[config.mk]
export PLATFORM = sky130hd
export DESIGN_NAME = serial_adder
export DESIGN_NICKNAME = d
export VERILOG_FILES = /design/src/rtl/serial_adder_pkg.sv /design/src/rtl/halfAdder.sv /design/src/rtl/serial_adder_full_adder_bit.sv /design/src/rtl/serial_adder.sv
export SDC_FILE = /design/constraint.sdc
export NUM_CORES = 1
export LEC_CHECK = 0
export CORE_AREA = 2 2 56 111
export CTS_CLUSTER_DIAMETER = 30
export CTS_CLUSTER_SIZE = 16
export DETAILED_ROUTE_END_ITERATION = 8
export DIE_AREA = 0 0 58 113
export HOLD_SLACK_MARGIN = 0.1
export MAX_ROUTING_LAYER = met4
export SYNTH_ARGS = -nofsm -noshare
export SYNTH_HDL_FRONTEND = slang
export SYNTH_SLANG_ARGS = --single-unit
[constraint.sdc]
create_clock -name clk -period 1.7 [get_ports clk]
set_input_delay 0.34 -clock clk [delete_from_list [all_inputs] [get_ports clk]]
set_output_delay 0.34 -clock clk [all_outputs]
set_load 0.02 [all_outputs]
[src/rtl/serial_adder_pkg.sv]
// Shared definitions for the bit-serial adder: FSM state encoding and default width.
package serial_adder_pkg;

  localparam int unsigned DEFAULT_WIDTH = 8;

  typedef enum logic [1:0] {
    IDLE = 2'd0,
    ADD  = 2'd1,
    DONE = 2'd2
  } state_t;

endpackage

[src/rtl/halfAdder.sv]
// Single-bit half adder cell.
module halfAdder (
  input  logic a,
  input  logic b,
  output logic sum,
  output logic carry
);

  assign sum   = a ^ b;
  assign carry = a & b;

endmodule

[src/rtl/serial_adder_full_adder_bit.sv]
// One-bit full adder composed of two half adders and an OR of their carries.
module full_adder_bit (
  input  logic a,
  input  logic b,
  input  logic ci,
  output logic s,
  output logic co
);

  logic s1, c1, c2;

  halfAdder u_ha0 (.a(a),  .b(b),  .sum(s1), .carry(c1));
  halfAdder u_ha1 (.a(s1), .b(ci), .sum(s),  .carry(c2));

  assign co = c1 | c2;

endmodule

[src/rtl/serial_adder.sv]
// Bit-serial WIDTH-bit adder: LSB-first through one full-adder cell with a registered
// carry, valid/ready handshakes on both operand input and result output.
module serial_adder
  import serial_adder_pkg::*;
#(
  parameter int unsigned WIDTH = DEFAULT_WIDTH
) (
  input  logic             clk,
  input  logic             rst_n,
  input  logic             in_valid,
  output logic             in_ready,
  input  logic [WIDTH-1:0] a,
  input  logic [WIDTH-1:0] b,
  input  logic             cin,
  output logic             out_valid,
  input  logic             out_ready,
  output logic [WIDTH-1:0] sum,
  output logic             cout
);

  localparam int unsigned CW = (WIDTH > 1) ? $clog2(WIDTH) : 1;

  state_t           state, nstate;
  logic [WIDTH-1:0] sa, sb, res, res_nx;
  logic [CW-1:0]    cnt;
  logic             c;
  logic             s, co;
  logic             accept, last;

  full_adder_bit u_fa (.a(sa[0]), .b(sb[0]), .ci(c), .s(s), .co(co));

  assign accept = in_valid && (state == IDLE);
  assign last   = (cnt == CW'(WIDTH - 1));

  always_comb begin
    nstate = state;
    case (state)
      IDLE:    if (in_valid)  nstate = ADD;
      ADD:     if (last)      nstate = DONE;
      DONE:    if (out_ready) nstate = IDLE;
      default: nstate = IDLE;
    endcase
  end

  // Result shifts right with the new bit entering at the MSB; written this way so WIDTH=1 stays legal.
  always_comb begin
    res_nx            = res >> 1;
    res_nx[WIDTH-1]   = s;
  end

  always_ff @(posedge clk or negedge rst_n) begin
    if (!rst_n) begin
      state <= IDLE;
      sa    <= '0;
      sb    <= '0;
      res   <= '0;
      c     <= 1'b0;
      cnt   <= '0;
    end else begin
      state <= nstate;
      if (accept) begin
        sa  <= a;
        sb  <= b;
        c   <= cin;
        cnt <= '0;
        res <= '0;
      end else if (state == ADD) begin
        sa  <= sa >> 1;
        sb  <= sb >> 1;
        c   <= co;
        cnt <= cnt + CW'(1);
        res <= res_nx;
      end
    end
  end

  assign in_ready  = (state == IDLE);
  assign out_valid = (state == DONE);
  assign sum       = res;
  assign cout      = c;

endmodule

==> results of run 1 <==
[final cells by class]
| type | count | area (sq um) | share of cell area |
|---|---|---|---|
| clock buffer | 7 | 142.6 | 0.07229 |
| clock inverter | 1 | 5.005 | 0.002536 |
| inverter | 2 | 7.507 | 0.003805 |
| multi-input combinational | 84 | 570.5 | 0.2892 |
| sequential | 30 | 750.7 | 0.3805 |
| tap | 61 | 76.32 | 0.03868 |
| timing repair buffer | 44 | 420.4 | 0.2131 |
[power breakdown]
group	leakage (nW)	switching [mW]	internal [mW]
Sequential	0.365	0.253	1.04
Combinational	0.388	0.714	0.745
Clock	0.0739	0.289	0.579
Total	0.827	1.26	2.37
[timing repair]
action	4_1_cts	5_1_grt
endpoints found under the setup margin	2	1
hold endpoints to repair	0	0
gates resized for setup	2	1
[per-stage QoR]
stage                     cell area, sq um  cells  total power [mW]
final                                 1973    229             3.623
after global routing                  1973    229             3.885
after CTS                             1971    229             3.670
after detailed placement              1826    221             2.790
after global placement                1826    221             2.761
after floorplan                       1384    126             2.217
[cells in the mapped netlist, types with 3 or more instances]
cell     number  area (sq um)
dfrtp_1      30         750.7
nor2_1       16         60.06
a22o_1       10         87.58
a21oi_1       9         45.04
nor3_1        9         45.04
buf_2         8         40.04
nand2_1       6         22.52
o32ai_1       6         52.55
nor3_2        4         40.04
o22ai_1       4         25.02
o22ai_2       4         50.05
nor4b_1       3         26.28
[state kept, by name (all words and copies together) (netlist names)]
register,cells
sb,8
sa,8
cout,1
cnt,3
state,2
sum,8
[cell families (layout without fill, tap and decap cells)]
kind of cell | count (synthesis) | count (layout)
fa+ha+maj | 3 | 3
compound gates | 39 | 39
flops | 30 | 30
buf+inv | 12 | 54
simple gates | 42 | 42
[final timing paths]
| kind | startpoint | endpoint | slack, ps |
|---|---|---|---|
| max reg2reg | state[1] | sb[0] | 170 |
| min reg2reg | sb[3] | sb[3] | 500 |
| max in group asynchronous | rst_n | state[0] | 950 |
| min in group clk | sb[3] | sb[3] | 500 |
| max | sum[7] | sum[7] | 90 |
| min | rst_n | sum[4] | 470 |
[layer usage]
metal,routed length [um],up-vias
li1,-,544
met2,1888,21
met4,38,0
met3,126,2
met5,0,-
met1,1429,562
==> results.cfg, run 1 <==
[grt]
track_usage = 0.1233
met2_usage = 0.2015
met1_usage = 0.1393
grt_max_degree = 31
grt.overflow.total = 0
top_usage_layer = met2
antenna_found_initial = 0
grt_use_met3 = 0.03314
grt_first_pass_wirelength_um = 5913
first_global_vias = 1179

[critical_path]
arrival_ps = 1270
cpPeakStageDelay_ps = 620
required_ps = 1360
path_buf_inv = 1
worst-setup-path-type = reg2out
cp_cell_sequence = clkdlybuf4s50_1
cpLargestDelayFamily = buffers and inverters
cp-end-kind = primary output
path_max_fanout = 3
worst_r2r_path_depth = 5
start_kind = flop
cp.depth = 1
slowest_stage = clkdlybuf4s50_1

[yosys]
ys_ff_latch = 30
synth_adder_area_share = 0.03255
netlist_area_sq_um = 1384
synth_cell_types = 26
synth_fp_nets = 150
yosysSeqAreaShare = 0.5425
yosys_warnings = 0
synthXorXnorAreaFrac = 0
syn_inst = 126
synth_top_family_by_area = compound AO/OA/AOI/OAI gates
synth-compound-area-share = 0.2215
syn_avg_cell_area_sq_um = 10.98
synthMuxAreaShare = 0
ys.flop_type = dfrtp_1
synthArstFlopShare = 1.000
synth_edf_count = 0
yosys.area_share.simple = 0.1582

[floorplanning]
row_count = 39
die_h_um = 113
die-area_sq_um = 6554
num_io_pins = 32
core_sq_um = 5660
start_util = 0.2445
die_w_um = 58

[clock_tree]
ctsRootBufferMaster = clkbuf_16
cts_setup_buffers = 0
cts.path.max_buffers = 2
htree_levels = 2
clkSinkCount = 30
clk_pin_slew_worst_paths_ps = 50
insertion_delay_ps = 270
cts_tree = yes
cts_made_buffers = 5
holdBufCountCts = 0

[outcome]
outcome = completed

[cells_and_area]
antenna_cells = 0
nets = 191
fillCellCount = 581
final_cell_mix = dfrtp_1 (30), clkdlybuf4s50_1 (28), nor2_1 (16)
syn_to_final_growth_pct = 42.59
drive_gt1_frac = 0.1786
fin_util = 0.3486
final_common_cell = dfrtp_1

[sta]
max_freq_mhz = 622.9
post-route-period-util = 0.9443
finalHoldViolCount = 0
period_minus_slack_ps = 1605
setup_viol_count_final = 0
max-slew-margin-rel = 0.7006
rsz0062_at_grt = false
worst_slack_ps = 94.68
timing.hold.ws_ps = 465.4
skew_ps = 2.883
worst_pin_slew_ps = 442.8
drv_slew = 0
setup_tns_ps = 0

[power_and_ir_drop]
p_per_area_nw_per_um2 = 1836
p_leak_nw = 0.8266
ir_drop_mv = 0.9780

[placement]
io_buffers = 31
place_congestion = 0.7349
hpwlAfterDp_um = 2551
place_ws_ps = 82.56

[run]
cap_violations = 0

[routing]
drtIter0Drc = 11
drt-total-wl_um = 3483
via_per_inst = 4.930
drt-wirelength-per-cell_um = 15.21
dr.pass1.iters = 4
drcViolationCount = 0
vias = 1129
postRouteAntennaNets = 0

[worst_hold_path]
min_path_type = in2async
(Power assumes the default switching activity.)
==> run 2: changes to the inputs <==
--- a/config.mk
+++ b/config.mk
@@ -5,6 +5,7 @@
 export SDC_FILE = /design/constraint.sdc
 export NUM_CORES = 1
 export LEC_CHECK = 0
+export CAP_MARGIN = 5
 export CORE_AREA = 2 2 56 111
 export CTS_CLUSTER_DIAMETER = 30
 export CTS_CLUSTER_SIZE = 16
==> results of run 2 <==
No change in the layout: final DEF, timing and power equal those of run 1.
